## src/rtl/simd_loop_cfg_issuer_if.sv

```systemverilog
// Loop-config bus between the SIMD decoder/controller side and the config issuer.
// The issuer is the master: it drives config writes, start, block_done and status.
interface simd_loop_cfg_issuer_if #(
    parameter int LOOP_ID_W   = 5,
    parameter int GROUP_ID_W  = 2,
    parameter int LOOP_ITER_W = 16
);
    logic                   instr_v;
    logic                   instr_ready;
    logic                   instr_is_end;
    logic [GROUP_ID_W-1:0]  instr_group_id;
    logic [LOOP_ITER_W-1:0] instr_trip_cnt;
    logic                   cfg_loop_iter_v;
    logic [LOOP_ITER_W-1:0] cfg_loop_iter;
    logic [LOOP_ID_W-1:0]   cfg_loop_iter_loop_id;
    logic [GROUP_ID_W-1:0]  cfg_loop_group_id;
    logic                   start;
    logic                   done;
    logic                   block_done;
    logic                   busy;
    logic [1:0]             cfg_err;

    modport master (
        input  instr_v, instr_is_end, instr_group_id, instr_trip_cnt, done,
        output instr_ready, cfg_loop_iter_v, cfg_loop_iter, cfg_loop_iter_loop_id,
               cfg_loop_group_id, start, block_done, busy, cfg_err
    );

    modport slave (
        output instr_v, instr_is_end, instr_group_id, instr_trip_cnt, done,
        input  instr_ready, cfg_loop_iter_v, cfg_loop_iter, cfg_loop_iter_loop_id,
               cfg_loop_group_id, start, block_done, busy, cfg_err
    );
endinterface

```

## src/rtl/simd_loop_cfg_issuer.sv

```systemverilog
// Issues per-group loop-config writes from decoded descriptors, then sequences
// each block through start / wait-for-done / block_done.
module simd_loop_cfg_issuer #(
    parameter int LOOP_ID_W   = 5,
    parameter int GROUP_ID_W  = 2,
    parameter int LOOP_ITER_W = 16,
    parameter int TIMEOUT_W   = 20
) (
    input  logic clk,
    input  logic reset,
    simd_loop_cfg_issuer_if.master bus
);
    localparam int NUM_GROUPS = 1 << GROUP_ID_W;
    localparam logic [TIMEOUT_W-1:0] WD_MAX = '1;

    typedef enum logic [1:0] {IDLE, START, RUN, FLUSH} state_t;

    state_t                             state, state_nxt;
    logic [NUM_GROUPS-1:0][LOOP_ID_W:0] cnt;
    logic [TIMEOUT_W-1:0]               wd;
    logic [LOOP_ID_W:0]                 sel_cnt;
    logic                               acc, loop_acc, end_acc, full, timeout;

    assign acc      = bus.instr_v && bus.instr_ready;
    assign loop_acc = acc && !bus.instr_is_end;
    assign end_acc  = acc && bus.instr_is_end;
    assign sel_cnt  = cnt[bus.instr_group_id];
    assign full     = sel_cnt[LOOP_ID_W];
    // wd equals the number of RUN cycles elapsed, so timeout lands on RUN cycle WD_MAX
    assign timeout  = (state == RUN) && !bus.done && (wd == WD_MAX);

    assign bus.instr_ready = (state == IDLE) && !reset;
    assign bus.start       = (state == START);
    assign bus.block_done  = (state == FLUSH);
    assign bus.busy        = (state != IDLE);

    always_ff @(posedge clk) begin
        if (reset) state <= IDLE;
        else       state <= state_nxt;
    end

    always_comb begin
        state_nxt = state;
        case (state)
            IDLE:    if (end_acc) state_nxt = START;
            START:   state_nxt = RUN;
            RUN:     if (bus.done || wd == WD_MAX) state_nxt = FLUSH;
            FLUSH:   state_nxt = IDLE;
            default: state_nxt = IDLE;
        endcase
    end

    always_ff @(posedge clk) begin
        if (reset) begin
            bus.cfg_loop_iter_v       <= 1'b0;
            bus.cfg_loop_iter         <= '0;
            bus.cfg_loop_iter_loop_id <= '0;
            bus.cfg_loop_group_id     <= '0;
            bus.cfg_err               <= 2'b00;
            cnt                       <= '0;
            wd                        <= '0;
        end else begin
            bus.cfg_loop_iter_v       <= 1'b0;
            bus.cfg_loop_iter         <= '0;
            bus.cfg_loop_iter_loop_id <= '0;
            bus.cfg_loop_group_id     <= '0;
            if (loop_acc) begin
                if (full) begin
                    bus.cfg_err[0] <= 1'b1;
                end else begin
                    bus.cfg_loop_iter_v       <= 1'b1;
                    bus.cfg_loop_iter         <= (bus.instr_trip_cnt == '0) ? '0
                                                 : bus.instr_trip_cnt - 1'b1;
                    bus.cfg_loop_iter_loop_id <= sel_cnt[LOOP_ID_W-1:0];
                    bus.cfg_loop_group_id     <= bus.instr_group_id;
                    cnt[bus.instr_group_id]   <= sel_cnt + 1'b1;
                    if (bus.instr_trip_cnt == '0) bus.cfg_err[0] <= 1'b1;
                end
            end
            case (state)
                IDLE:    wd <= '0;
                START:   wd <= wd + 1'b1;
                RUN: begin
                    wd <= wd + 1'b1;
                    if (timeout) bus.cfg_err[1] <= 1'b1;
                end
                FLUSH:   cnt <= '0;
                default: wd <= '0;
            endcase
        end
    end
endmodule
```

## src/flat_wrapper.sv

```systemverilog
// flat-port wrapper written by rule: the top's interface ports become plain ports
module simd_loop_cfg_issuer_flat 
#(
    parameter int LOOP_ID_W   = 5,
    parameter int GROUP_ID_W  = 2,
    parameter int LOOP_ITER_W = 16,
    parameter int TIMEOUT_W   = 20
)
  (clk, reset, bus_instr_v, bus_instr_is_end, bus_instr_group_id, bus_instr_trip_cnt, bus_done, bus_instr_ready, bus_cfg_loop_iter_v, bus_cfg_loop_iter, bus_cfg_loop_iter_loop_id, bus_cfg_loop_group_id, bus_start, bus_block_done, bus_busy, bus_cfg_err);
  simd_loop_cfg_issuer_if #(.LOOP_ID_W(LOOP_ID_W), .GROUP_ID_W(GROUP_ID_W), .LOOP_ITER_W(LOOP_ITER_W)) bus_i ();
  input  logic clk;
  input  logic reset;
  input wire logic [$bits(bus_i.instr_v)-1:0] bus_instr_v;
  input wire logic [$bits(bus_i.instr_is_end)-1:0] bus_instr_is_end;
  input wire logic [$bits(bus_i.instr_group_id)-1:0] bus_instr_group_id;
  input wire logic [$bits(bus_i.instr_trip_cnt)-1:0] bus_instr_trip_cnt;
  input wire logic [$bits(bus_i.done)-1:0] bus_done;
  output wire logic [$bits(bus_i.instr_ready)-1:0] bus_instr_ready;
  output wire logic [$bits(bus_i.cfg_loop_iter_v)-1:0] bus_cfg_loop_iter_v;
  output wire logic [$bits(bus_i.cfg_loop_iter)-1:0] bus_cfg_loop_iter;
  output wire logic [$bits(bus_i.cfg_loop_iter_loop_id)-1:0] bus_cfg_loop_iter_loop_id;
  output wire logic [$bits(bus_i.cfg_loop_group_id)-1:0] bus_cfg_loop_group_id;
  output wire logic [$bits(bus_i.start)-1:0] bus_start;
  output wire logic [$bits(bus_i.block_done)-1:0] bus_block_done;
  output wire logic [$bits(bus_i.busy)-1:0] bus_busy;
  output wire logic [$bits(bus_i.cfg_err)-1:0] bus_cfg_err;
  assign bus_i.instr_v = bus_instr_v;
  assign bus_i.instr_is_end = bus_instr_is_end;
  assign bus_i.instr_group_id = bus_instr_group_id;
  assign bus_i.instr_trip_cnt = bus_instr_trip_cnt;
  assign bus_i.done = bus_done;
  assign bus_instr_ready = bus_i.instr_ready;
  assign bus_cfg_loop_iter_v = bus_i.cfg_loop_iter_v;
  assign bus_cfg_loop_iter = bus_i.cfg_loop_iter;
  assign bus_cfg_loop_iter_loop_id = bus_i.cfg_loop_iter_loop_id;
  assign bus_cfg_loop_group_id = bus_i.cfg_loop_group_id;
  assign bus_start = bus_i.start;
  assign bus_block_done = bus_i.block_done;
  assign bus_busy = bus_i.busy;
  assign bus_cfg_err = bus_i.cfg_err;
  simd_loop_cfg_issuer #(.LOOP_ID_W(LOOP_ID_W), .GROUP_ID_W(GROUP_ID_W), .LOOP_ITER_W(LOOP_ITER_W), .TIMEOUT_W(TIMEOUT_W)) u_core (.clk(clk), .reset(reset), .bus(bus_i));
endmodule
```

## config.mk

```make
export PLATFORM = sky130hd
export DESIGN_NAME = simd_loop_cfg_issuer_flat
export DESIGN_NICKNAME = d
export VERILOG_FILES = /design/src/rtl/simd_loop_cfg_issuer_if.sv /design/src/rtl/simd_loop_cfg_issuer.sv /design/src/flat_wrapper.sv
export SDC_FILE = /design/constraint.sdc
export NUM_CORES = 1
export LEC_CHECK = 0
export BUFFER_PORTS_ARGS = -buffer_cell sky130_fd_sc_hd__buf_2
export CAP_MARGIN = 5
export CORE_UTILIZATION = 40
export CTS_BUF_LIST = sky130_fd_sc_hd__clkbuf_8
export DETAILED_ROUTE_END_ITERATION = 10
export PLACE_DENSITY = 0.67
export SKIP_CTS_REPAIR_TIMING = 1
export SYNTH_ARGS = -nofsm -noshare
export SYNTH_HDL_FRONTEND = slang
export SYNTH_SLANG_ARGS = --single-unit
export TNS_END_PERCENT = 5
```

## constraint.sdc

```tcl
create_clock -name clk -period 5.67 [get_ports clk]
set_input_delay 0.567 -clock clk [delete_from_list [all_inputs] [get_ports clk]]
set_output_delay 0.567 -clock clk [all_outputs]
set_load 0.05 [all_outputs]
```

=== Yosys cells after proc, flatten, opt, wreduce, memory -nomap -nowiden ===
Cells that the tools add are included.

* Register bits after elaboration: 72
* Output and inout bits: 30
* Word-level logic and storage cells: 62

* Add/subtract/negate cells: 3
* Magnitude comparators: 2
* Equal/unequal tests: 6
* Mux-type cells: 12
* Bitwise logic cells: 2
* Reductions and logical operators: 25

{| class="wikitable"
|+ Operator list
! kind !! count
|-
| 20-bit one-hot mux with 2 select lines || 1
|-
| 24-bit bitwise mux || 1
|-
| 20-bit by 1-bit adder with 20-bit output, second input constant || 1
|-
| 20-bit == test, second input constant || 1
|-
| 16-bit zero test || 1
|-
| 16-bit by 1-bit subtractor with 16-bit output, second input constant || 1
|-
| 6-bit binary-select mux with 2-bit select || 1
|-
| 6-bit demux with 2-bit select || 1
|-
| 6-bit 2-to-1 mux || 2
|-
| 2-bit one-hot mux with 4 select lines || 1
|-
| 2-bit AND reduction || 4
|-
| 1-bit logical AND || 7
|-
| 6-bit by 1-bit adder with 6-bit output, second input constant || 1
|-
| 2-bit nonzero test || 3
|-
| 2-bit OR reduction || 3
|-
| 2-bit == test, second input constant || 2
|-
| 2-bit 2-to-1 mux || 2
|-
| 4-bit OR reduction || 1
|-
| 1-bit zero test || 3
|-
| 2-bit by 3-bit less-than comparator with 1-bit output, second input constant || 1
|-
| 1-bit 2-to-1 mux || 3
|-
| 3-bit OR reduction || 1
|-
| 2-bit by 1-bit == test with 1-bit output, second input constant || 1
|-
| 2-bit by 1-bit greater-or-equal comparator with 1-bit output, second input constant || 1
|-
| other kinds (5) || 6
|}

=== Depth between registers and ports, before layout ===
Gate-level depths: netlist (run 1).

* Word-level depth: 6
* Depth in mapped cells: 8

=== Worst setup path before layout (run 1) ===
OpenSTA, ideal clock, no wires.

* Kind: input -> register
* Start: input bus_instr_trip_cnt[0]
* End: register u_core.bus.cfg_loop_iter[10]
* Arrival: 2.230 ns
* Data required time: 5.555 ns
* Path slack: 3.324 ns
* Stages on the path: 8
* Buffers on the path: 2
* Path through: inv_1 ha_1 or4b_1 buf_2 or4_4 o21ai_4 buf_6 nor2_2

* Word-level cells in the longest chain between the ends: 2

{| class="wikitable"
|+ Ends and longest elaborated chain
! element !! line !! source
|-
| start: declaration || flat_wrapper.sv:16 || <nowiki>input wire logic [$bits(bus_i.instr_trip_cnt)-1:0] bus_instr_trip_cnt;</nowiki>
|-
| branches (longest 2 deep; another with 16-bit by 1-bit subtractor with 16-bit output) || n/a ||
|-
| end signal: assignment || simd_loop_cfg_issuer.sv:72 || <nowiki>bus.cfg_loop_iter <= (bus.instr_trip_cnt == '0) ? '0</nowiki>
|-
| end: declaration || simd_loop_cfg_issuer_if.sv:25 || <nowiki>output instr_ready, cfg_loop_iter_v, cfg_loop_iter, cfg_loop_iter_loop_id,</nowiki>
|}

Parallel ways; which one is timed is not known.
A chain may end at the register's enable or synchronous reset.

=== Worst setup path in the final report (run 1) ===
* Start: input bus_instr_trip_cnt[0]
* End: register u_core.bus.cfg_loop_iter[4]

The elaborated chain is that of the path after synthesis.

==> metrics.md, run 1 <==
| Metric | Value |
|---|---|
| Fin cells | 489 |
| Fillcell total | 742 |
| Largest net degree at the start of global routing | 21 |
| Setup crit end kind | register |
| Number of max-cap violations | 0 |
| Core area | 7727 sq um |
| #FFs+latches synth | 72 |
| Pwr/cell area | 335.4 nW/um^2 |
| Total power | 1.264 mW |
| Placed cells | 473 |
| Post-synthesis sequential area ratio | 0.4489 |
| Port Buf Inserts | 52 |
| Worst rel slew slack | 0.3170 |
| WL/cell | 13.62 um |
| VDD IR max | 0.0001222 V |
| Final count of negative-setup-slack endpoints | 0 |
| # rows | 32 |
| CTS sink count | 72 |
| Synth area leader | dfxtp_1 |
| First-pass GRT wire length | 11.27 mm |
| Setup TNS | 0 ns |
| CTS root buffer | clkbuf_8 |
| Worst slew pin tran | 1.022 ns |
| Hold Crit Depth | 2 |
| Area contributors post-synth | dfxtp_1 (45%), nor2_1 (5.4%), mux4_2 (4.2%) |
| Critical register-to-register path startpoint | u_core.state[0] |
| Worst hold slack | 0.4039 ns |
| Vias in the first global route | 2398 |
| Net Count, Synth | 364 |
| Post-Route WL | 6.659 mm |
| Unrepaired setup endpoints after global routing | false |
| WS Path Type | in2reg |
| DP HPWL | 4.652 mm |
| Via/cell ratio | 5.188 |
| GRT Residual Overflow | 0 |
| Reg2reg path depth | 6 |
| Synth cell count leaders | dfxtp_1 (72), nor2_1 (46), a21oi_1 (16) |
| Post-synth EDFFs | 0 |
| Clock Path Buffers | 2 |
| CP required | 5.90 ns |
| Io pins | 53 |
| Async SR Flop Fraction | 0 |
| Area grow syn2layout | 17.34% |
| Max frequency | 0.4123 GHz |
| Worst-skew pair later-pin latency | 0.36 ns |
| CTS tree | yes |
| Chip height | 91.59 um |
| Die area | 8389 sq um |
| Post-synthesis average cell area | 9.670 sq um |
| Fraction of layout cells with a size suffix above 1 | 0.2506 |
| Worst Hold End | u_core.bus.cfg_loop_iter[0] |
| Primary FF master, synth | dfxtp_1 |
| DRC viols | 0 |
| Final critical-path required period | 2.425 ns |
| Crit share post-route | 0.4277 |
| Reg clk slew, reported paths | 0.08 ns |
| Final slew viol count | 0 |
| Layout Utilization | 0.4875 |
| Hold path start | bus_instr_trip_cnt[0] |
| Leakage | 1.405 nW |
| Final RePlAce weighted congestion | 0.7570 |
| R2R setup slack | 3.29 ns |
| GRT Total Usage | 0.1715 |
| Hold Crit Class | in2reg |
| Mapped cell area | 3211 sq um |
| RR Endpoint | u_core.cnt[7] |
| Cells after synthesis | 332 |
| Initial antenna violation count | 0 |
| DRT iter0 DRCs | 133 |
| Die X | 91.59 um |
| Num CTS Buffers | 9 |
| Critical Path Fanout Max | 14 |
| Ys Warns | 0 |
| CP Launch Type | primary input |
| Layout Nets | 414 |
| Final hold vios | 0 |
| Post-Route Skew | 0.01198 ns |
| Starting Density | 0.4155 |
| Yosys top cell area share | 0.4489 |
| Most frequent cell after synthesis | dfxtp_1 |
| Ant diodes | 0 |
| Vias | 2537 |
| ANT nets after route | 0 |
| Netlist cell types | 48 |
| H-tree Lvls | 3 |
| Critical path data arrival time | 2.65 ns |
| Drt first pass iters | 5 |
| Status | complete, no violations |
layout by cell type (no fill, tap or decap), drive strengths merged, types with 6 or more instances in the layout:
cell type and n:
or3 6, mux2i 6, xnor2 9, buf 53, nand2 9, or4 8
dfxtp 72, inv 9, and2 9, xor2 13, ha 9, nand4 7
a21oi 18, mux4 6, clkbuf 9, a211oi 12, o31ai 6, nor2 55
nand3 13, o21ai 11
worst max path at each step:
stage / from / endpoint / slack [ns] / cells after the start
2_1_floorplan: bus_instr_trip_cnt[0] / u_core.bus.cfg_loop_iter[10] / 3.32 / 8
3_3_place_gp: bus_instr_trip_cnt[0] / u_core.bus.cfg_loop_iter[8] / 2.92 / 7
3_5_place_dp: bus_instr_trip_cnt[0] / u_core.bus.cfg_loop_iter[4] / 2.87 / 7
4_1_cts: u_core.state[0] / u_core.cnt[7] / 3.26 / 6
5_1_grt: u_core.state[1] / u_core.cnt[14] / 3.03 / 6
6_report: bus_instr_trip_cnt[0] / u_core.bus.cfg_loop_iter[4] / 3.24 / 7
area by class of cell:
type	instances	area, sq um	share of cell area
tap	102	127.6	0.03388
clock buffer	9	123.9	0.03288
timing repair buffer	53	267.8	0.07107
inverter	7	26.28	0.006974
multi-input combinational	239	1679	0.4457
sequential	72	1441	0.3826
clock inverter	7	101.3	0.02690
power breakdown:
part | switching [mW] | total (mW) | leakage [nW] | internal, mW
registers | 0.0163 | 0.546 | 0.582 | 0.530
clock network | 0.210 | 0.461 | 0.106 | 0.251
logic | 0.180 | 0.256 | 0.717 | 0.0768
layer usage:
layer / vias up / global-route usage / part of all wire
met5: - / 0 / 0
met4: 0 / 0.07143 / 0.013
met3: 9 / 0.04523 / 0.052
met2: 55 / 0.2707 / 0.47
met1: 1182 / 0.2210 / 0.47
li1: 1291 / - / -
critical path: stages:
cell,delay (ns)
buf_2,0.12
inv_1,0.05
ha_1,0.21
or4b_1,0.65
or4_4,0.50
o21ai_4,0.45
a21oi_1,0.08
state kept, by name (all words and copies together), names as in the netlist:
signal and count:
u_core.bus.cfg_loop_iter_loop_id 5, u_core.bus.cfg_err 2, u_core.bus.cfg_loop_iter 16, u_core.cnt 24, u_core.state 2, u_core.bus.cfg_loop_group_id 2
u_core.wd 20, u_core.bus.cfg_loop_iter_v 1
through the flow:
step	instance area (sq um)	setup slack [ns]
after floorplan	3211	3.324
after global placement	3542	2.925
after detailed placement	3542	2.865
after CTS	3767	3.256
after global routing	3767	3.026
final	3767	3.245
kinds of logic (layout without fill, tap and decap cells):
group	count (synthesis)	after routing	share of synthesized area
and+or+nand+nor	137	137	0.2471
DFF	72	72	0.4489
AOI/OAI and AO/OA	59	59	0.1200
xor gates and xnor gates	22	22	0.06002
buffers and inverters	21	76	0.02806
muxes	12	12	0.06080
adders and majority gates	9	9	0.03507
No activity file was read; power rests on OpenSTA's default activity.
==> run 2: changes to the inputs <==
--- a/config.mk
+++ b/config.mk
@@ -10,7 +10,7 @@
 export CORE_UTILIZATION = 40
 export CTS_BUF_LIST = sky130_fd_sc_hd__clkbuf_8
 export DETAILED_ROUTE_END_ITERATION = 10
-export PLACE_DENSITY = 0.67
+export PLACE_DENSITY = 0.69
 export SKIP_CTS_REPAIR_TIMING = 1
 export SYNTH_ARGS = -nofsm -noshare
 export SYNTH_HDL_FRONTEND = slang
==> constraint.sdc (replaced) <==
create_clock -name clk -period 2.05 [get_ports clk]
set_input_delay 0.205 -clock clk [delete_from_list [all_inputs] [get_ports clk]]
set_output_delay 0.205 -clock clk [all_outputs]
set_load 0.05 [all_outputs]
==> run 2 against run 1 <==
  * Clock skew down 0.0073 ns
  * Final cell count increased by 3.7%
  * Die area unchanged
  * Global-route usage is 0.063 points lower
  * Largest cell class unchanged
==> metrics.md, run 2 (synthesis gave the netlist of run 1 again) <==
| Metric | Value |
|---|---|
| Status | complete, no violations (unchanged) |
| Initial antenna violation count | 0 (unchanged) |
| Hold path start | bus_instr_trip_cnt[0] (unchanged) |
| ANT nets after route | 0 (unchanged) |
| Slowest stage delay, CP | 0.36 ns (was 0.65 ns) |
| Most numerous cell on the critical path | buf_4 |
| Die X | 91.59 um (unchanged) |
| WS Path Type | reg2reg (was in2reg) |
| Worst-skew pair later-pin latency | 0.34 ns (was 0.36 ns) |
| Largest net degree at the start of global routing | 21 (unchanged) |
| Fillcell total | 697 (was 742) |
| H-tree Lvls | 3 (unchanged) |
| Vias in the first global route | 2450 (was 2398) |
| Setup WS post-layout | 0.1377 ns (was 3.245 ns) |
| Clock Path Buffers | 2 (unchanged) |
| Port Buf Inserts | 52 (unchanged) |
| Final critical-path required period | 1.912 ns |
| CTS sink count | 72 (unchanged) |
| Fraction of layout cells with a size suffix above 1 | 0.2864 (was 0.2506) |
| Core area | 7727 sq um (unchanged) |
| # rows | 32 (unchanged) |
| Vias | 2587 (was 2537) |
| RR Endpoint | u_core.cnt[19] (was u_core.cnt[7]) |
| CP required | 2.28 ns (was 5.90 ns) |
| CP Launch Type | register (was primary input) |
| Max reg flops | 24 (unchanged) |
| Post-Route WL | 6.689 mm (was 6.659 mm) |
| Io pins | 53 (unchanged) |
| GRT Total Usage | 0.1708 (was 0.1715) |
| VDD IR max | 0.0006797 V (was 0.0001222 V) |
| Most common cell after layout, fill and taps aside | dfxtp_1 (unchanged) |
| Crit path depth | 8 (was 7) |
| Final slew viol count | 0 (unchanged) |
| Reg clk slew, reported paths | 0.08 ns (about the same) |
| Critical path buffer and inverter count | 3 (was 2) |
| Die area | 8389 sq um (unchanged) |
| Drt first pass iters | 4 (was 5) |
| Hold Crit Depth | 2 (unchanged) |
| Via/cell ratio | 5.103 (was 5.188) |
| Critical path data arrival time | 2.14 ns (was 2.65 ns) |
| Worst path cell trace | inv_1, ha_1, nor4bb_1, buf_4, and4b_1, buf_4, mux2i_1, nor2_1 (was buf_2, inv_1, ha_1, or4b_1, or4_4, o21ai_4, a21oi_1) |
| Max frequency | 0.5229 GHz |
| CTS root buffer | clkbuf_8 (unchanged) |
| Crit share post-route | 0.9328 |
| First-pass GRT wire length | 11.43 mm (was 11.27 mm) |
| Unrepaired setup endpoints after global routing | false (unchanged) |
| DP HPWL | 4.886 mm (was 4.652 mm) |
| Slowest library cell on the worst path | dfxtp_1 (was or4b_1) |
| Critical register-to-register path startpoint | u_core.state[0] (unchanged) |
| WL/cell | 13.19 um (was 13.62 um) |
| Reg2reg path depth | 8 (was 6) |
| Final hold vios | 0 (unchanged) |
| Ant diodes | 0 (unchanged) |
| Post-Route Skew | 0.004698 ns (was 0.01198 ns) |
| Hold Crit Class | in2reg (unchanged) |
| Chip height | 91.59 um (unchanged) |
| Worst hold slack | 0.05289 ns (was 0.4039 ns) |
| GRT Residual Overflow | 0 (unchanged) |
| Final count of negative-setup-slack endpoints | 0 (unchanged) |
| Layout Nets | 433 (was 414) |
| Worst Hold End | u_core.bus.cfg_loop_iter[0] (unchanged) |
| Fin cells | 507 (was 489) |
| R2R setup slack | 0.14 ns (was 3.29 ns) |
| Area grow syn2layout | 21.43% (was 17.34%) |
| Footprint of the multi-input gates | 1684 sq um (was 1679 sq um) |
| Num CTS Buffers | 9 (unchanged) |
| Placed cells | 492 (was 473) |
| Setup TNS | 0 ns (unchanged) |
| Worst rel slew slack | 0.6701 (was 0.3170) |
| Leakage | 1.495 nW (was 1.405 nW) |
| Register area | 1441 sq um (unchanged) |
| DRT iter0 DRCs | 84 (was 133) |
| Final RePlAce weighted congestion | 0.7705 (was 0.7570) |
| Pwr/cell area | 884.4 nW/um^2 (was 335.4 nW/um^2) |
| CTS tree | yes (unchanged) |
| Delay-heaviest family, CP | simple AND/OR/NAND/NOR gates (unchanged) |
| Dpl ws | 0.08223 ns (was 2.865 ns) |
| Commonest cells after routing, fill and taps aside | dfxtp_1 (72), buf_2 (52), nor2_1 (46) (unchanged) |
| Biggest register | u_core.cnt (unchanged) |
| Layout Utilization | 0.5045 (was 0.4875) |
| Worst slew pin tran | 0.4903 ns (was 1.022 ns) |
| Critical Path Fanout Max | 10 (was 14) |
| Starting Density | 0.4155 (unchanged) |
| Top Registers | u_core.cnt (24), u_core.wd (20), u_core.bus.cfg_loop_iter (16) (unchanged) |
| Number of max-cap violations | 0 (unchanged) |
| Setup crit end kind | register (unchanged) |
| DRC viols | 0 (unchanged) |
==> run 2: cell type report <==
type                    count  share of cell area
multi-input cells         239              0.4320
repair buffers             72              0.1053
clock buffers               9             0.03177
well taps                 102             0.03273
inverters                   7            0.006739
clock inverters             6             0.02182
flip-flops and latches     72              0.3697
==> run 2: how the worst max path moves through the flow <==
| stage | startpoint | end | slack, ns |
|---|---|---|---|
| floorplan | bus_instr_trip_cnt[0] | u_core.bus.cfg_loop_iter[3] | 0.07 |
| global placement | bus_instr_trip_cnt[0] | u_core.bus.cfg_loop_iter[8] | 0.11 |
| detailed placement | bus_instr_trip_cnt[0] | u_core.bus.cfg_loop_iter[8] | 0.08 |
| CTS | u_core.state[0] | u_core.cnt[13] | 0.14 |
| global route | u_core.state[1] | u_core.cnt[19] | 0.03 |
| finish | u_core.state[0] | u_core.cnt[19] | 0.14 |
==> run 2: worst register-to-register path: cells and delay by family (launching register included) <==
family,cells,cell delay (ns)
adders and majority gates,1,0.27
and+or+nand+nor,3,0.53
DFF,1,0.36
muxes,1,0.19
buffers and inverters,3,0.46
==> run 2: per-layer routing <==
| metal | track usage | vias up | routed length (um) |
|---|---|---|---|
| met5 | 0 | - | 0 |
| met4 | 0.07540 | 0 | 107 |
| met3 | 0.03434 | 10 | 279 |
| met2 | 0.2632 | 48 | 2957 |
| met1 | 0.2304 | 1201 | 3345 |
| li1 | - | 1328 | - |
==> run 2: metrics by stage <==
stage / cell area (sq um) / power [mW]
after global placement: 3685 / 2.271
after CTS: 3894 / 3.474
final: 3899 / 3.448
after detailed placement: 3685 / 2.283
after global routing: 3899 / 3.602
after floorplan: 3211 / 2.088
==> run 2: where the power goes <==
part	switching (mW)	leakage, nW	internal [mW]
clock	0.522	0.101	0.673
combinational	0.505	0.812	0.237
sequential	0.0449	0.582	1.47
total	1.07	1.49	2.38
==> run 3: changes to the inputs <==
--- a/config.mk
+++ b/config.mk
@@ -5,12 +5,13 @@
 export SDC_FILE = /design/constraint.sdc
 export NUM_CORES = 1
 export LEC_CHECK = 0
-export BUFFER_PORTS_ARGS = -buffer_cell sky130_fd_sc_hd__buf_2
+export BUFFER_PORTS_ARGS = -buffer_cell sky130_fd_sc_hd__clkbuf_2
 export CAP_MARGIN = 5
-export CORE_UTILIZATION = 40
+export CORE_UTILIZATION = 45
 export CTS_BUF_LIST = sky130_fd_sc_hd__clkbuf_8
+export CTS_CLUSTER_SIZE = 16
 export DETAILED_ROUTE_END_ITERATION = 10
-export PLACE_DENSITY = 0.69
+export PLACE_DENSITY = 0.76
 export SKIP_CTS_REPAIR_TIMING = 1
 export SYNTH_ARGS = -nofsm -noshare
 export SYNTH_HDL_FRONTEND = slang
==> run 3 against run 2 <==
  * Power fell by 1.6%
  * Critical path type unchanged
  * Clock skew rose by 0.0053 ns
  * Utilization rose by 6.3 points
  * Die area fell by 11%
  * Cell area fell by 0.51%
  * Largest power group unchanged
  * Setup slack got worse by 0.052 ns
  * Worst hold slack got worse by 0.00091 ns
  * Non-clock buffer count fell by 3
  * First-iteration DRC count rose by 13%
  * Largest cell class unchanged
==> metrics.md, run 3 (synthesis gave the netlist of run 1 again) <==
| Metric | Value |
|---|---|
| Chip height | 86.47 um (was 91.59 um) |
| Worst-skew pair later-pin latency | 0.35 ns (was 0.34 ns) |
| H-tree Lvls | 3 (unchanged) |
| Slowest library cell on the worst path | nor4b_2 (was dfxtp_1) |
| Unrepaired setup endpoints after global routing | true (was false) |
| Num CTS Buffers | 9 (unchanged) |
| Post-Route Skew | 0.009971 ns (was 0.004698 ns) |
| Max frequency | 0.5092 GHz (was 0.5229 GHz) |
| CP required | 2.28 ns (about the same) |
| RR Endpoint | u_core.cnt[13] (was u_core.cnt[19]) |
| VDD IR max | 0.0006385 V (was 0.0006797 V) |
| Final hold vios | 0 (unchanged) |
| DRT iter0 DRCs | 95 (was 84) |
| GRT Total Usage | 0.1881 (was 0.1708) |
| Worst Setup EP | u_core.cnt[13] (was u_core.cnt[19]) |
| Status | complete, no violations (unchanged) |
| Worst rel slew slack | 0.6401 (was 0.6701) |
| Reg clk slew, reported paths | 0.08 ns (about the same) |
| Final slew viol count | 0 (unchanged) |
| Final critical-path required period | 1.964 ns (was 1.912 ns) |
| Layout Utilization | 0.5678 (was 0.5045) |
| Port Buf Inserts | 52 (unchanged) |
| Die area | 7476 sq um (was 8389 sq um) |
| Vias | 2632 (was 2587) |
| Most common cell after layout, fill and taps aside | dfxtp_1 (unchanged) |
| Total power | 3.393 mW (was 3.448 mW) |
| # rows | 30 (was 32) |
| Register area | 1441 sq um (unchanged) |
| Worst slew pin tran | 0.5350 ns (was 0.4903 ns) |
| Crit. Startpoint | u_core.state[1] (was u_core.state[0]) |
| Crit share post-route | 0.9581 (was 0.9328) |
| GRT Residual Overflow | 0 (unchanged) |
| Leakage | 1.467 nW (was 1.495 nW) |
| Number of max-cap violations | 0 (unchanged) |
| Final count of negative-setup-slack endpoints | 0 (unchanged) |
| Starting Density | 0.4700 (was 0.4155) |
| Commonest cells after routing, fill and taps aside | dfxtp_1 (72), clkbuf_2 (52), nor2_1 (46) (was dfxtp_1 (72), buf_2 (52), nor2_1 (46)) |
| Clock Path Buffers | 2 (unchanged) |
| R2R setup slack | 0.09 ns (was 0.14 ns) |
| Worst path cell trace | inv_1, ha_1, nand4bb_1, nor4b_2, buf_4, mux2i_1, nor2_1 (was inv_1, ha_1, nor4bb_1, buf_4, and4b_1, buf_4, mux2i_1, nor2_1) |
| Fin cells | 499 (was 507) |
| Pwr/cell area | 874.7 nW/um^2 (was 884.4 nW/um^2) |
| Footprint of the multi-input gates | 1685 sq um (was 1684 sq um) |
| Max reg flops | 24 (unchanged) |
| Setup crit end kind | register (unchanged) |
| Top Registers | u_core.cnt (24), u_core.wd (20), u_core.bus.cfg_loop_iter (16) (unchanged) |
| Vias in the first global route | 2458 (was 2450) |
| Biggest register | u_core.cnt (unchanged) |
| First-pass GRT wire length | 10.82 mm (was 11.43 mm) |
| Ant diodes | 0 (unchanged) |
| Area grow syn2layout | 20.81% (was 21.43%) |
| Core area | 6832 sq um (was 7727 sq um) |
| ANT nets after route | 0 (unchanged) |
| Placed cells | 483 (was 492) |
| Io pins | 53 (unchanged) |
| Hold Crit Class | in2reg (unchanged) |
| Post-Route WL | 6.669 mm (was 6.689 mm) |
| Via/cell ratio | 5.275 (was 5.103) |
| Critical path data arrival time | 2.20 ns (was 2.14 ns) |
| Fillcell total | 617 (was 697) |
| Largest net degree at the start of global routing | 21 (unchanged) |
| Fraction of layout cells with a size suffix above 1 | 0.2829 (was 0.2864) |
| CTS root buffer | clkbuf_8 (unchanged) |
| Reg2reg path depth | 7 (was 8) |
| CTS sink count | 72 (unchanged) |
| Drt first pass iters | 4 (unchanged) |
| WL/cell | 13.36 um (was 13.19 um) |
| Worst hold slack | 0.05198 ns (was 0.05289 ns) |
| WS Path Type | reg2reg (unchanged) |
| CP Launch Type | register (unchanged) |
| DRC viols | 0 (unchanged) |
| CTS tree | yes (unchanged) |
| Die X | 86.47 um (was 91.59 um) |
| DP HPWL | 4.685 mm (was 4.886 mm) |
| Initial antenna violation count | 0 (unchanged) |
| Final RePlAce weighted congestion | 0.8081 (was 0.7705) |
| Layout Nets | 430 (was 433) |
| Critical register-to-register path startpoint | u_core.state[1] (was u_core.state[0]) |
| Critical Path Fanout Max | 6 (was 10) |
| Slowest stage delay, CP | 0.39 ns (was 0.36 ns) |
==> run 3: worst min-delay path by stage <==
stage / from / end / slack [ns] / cells after the start
finish: bus_instr_trip_cnt[0] / u_core.bus.cfg_loop_iter[0] / 0.05 / 2
global route: bus_instr_trip_cnt[0] / u_core.bus.cfg_loop_iter[0] / 0.05 / 2
CTS: bus_instr_trip_cnt[0] / u_core.bus.cfg_loop_iter[0] / 0.04 / 2
detailed placement: bus_instr_trip_cnt[0] / u_core.bus.cfg_loop_iter[0] / 0.42 / 2
global placement: bus_instr_trip_cnt[0] / u_core.bus.cfg_loop_iter[0] / 0.42 / 2
floorplan: bus_instr_trip_cnt[0] / u_core.bus.cfg_loop_iter[0] / 0.27 / 1
==> run 3: final cells by class <==
cell class	instances	share of cell area
sequential	72	0.3716
multi-input combinational	239	0.4345
clock inverter	6	0.01742
inverter	7	0.006774
tap	96	0.03097
clock buffer	10	0.03548
timing repair buffer	69	0.1032
==> run 3: metrics by stage <==
| step | worst slack (ns) | cell area [sq um] | TNS (ns) |
|---|---|---|---|
| 6_report | 0.08599 | 3879 | 0 |
| 2_1_floorplan | 0.06640 | 3211 | 0 |
| 3_5_place_dp | 0.09806 | 3667 | 0 |
| 3_3_place_gp | 0.1084 | 3667 | 0 |
| 4_1_cts | 0.1014 | 3872 | 0 |
| 5_1_grt | -0.06462 | 3879 | -0.2208 |
==> run 3: power breakdown <==
group	switching [mW]	internal [mW]	leakage, nW	total, mW
Combinational	0.501	0.235	0.786	0.736
Clock	0.544	0.599	0.0989	1.14
Sequential	0.0476	1.47	0.582	1.51
==> run 3: metal layers <==
metal | track usage | wire (um) | up-vias
met5 | 0 | 0 | -
met4 | 0.09394 | 91 | 0
met3 | 0.06381 | 335 | 8
met2 | 0.3095 | 3212 | 62
met1 | 0.2189 | 3030 | 1241
li1 | - | - | 1321
==> run 3: critical path, delay by kind of cell (launching register included) <==
kind	cells	cell delay, ns
mux	1	0.18
simple gates	3	0.76
fa+ha+maj	1	0.23
flops	1	0.35
buf+inv	2	0.32
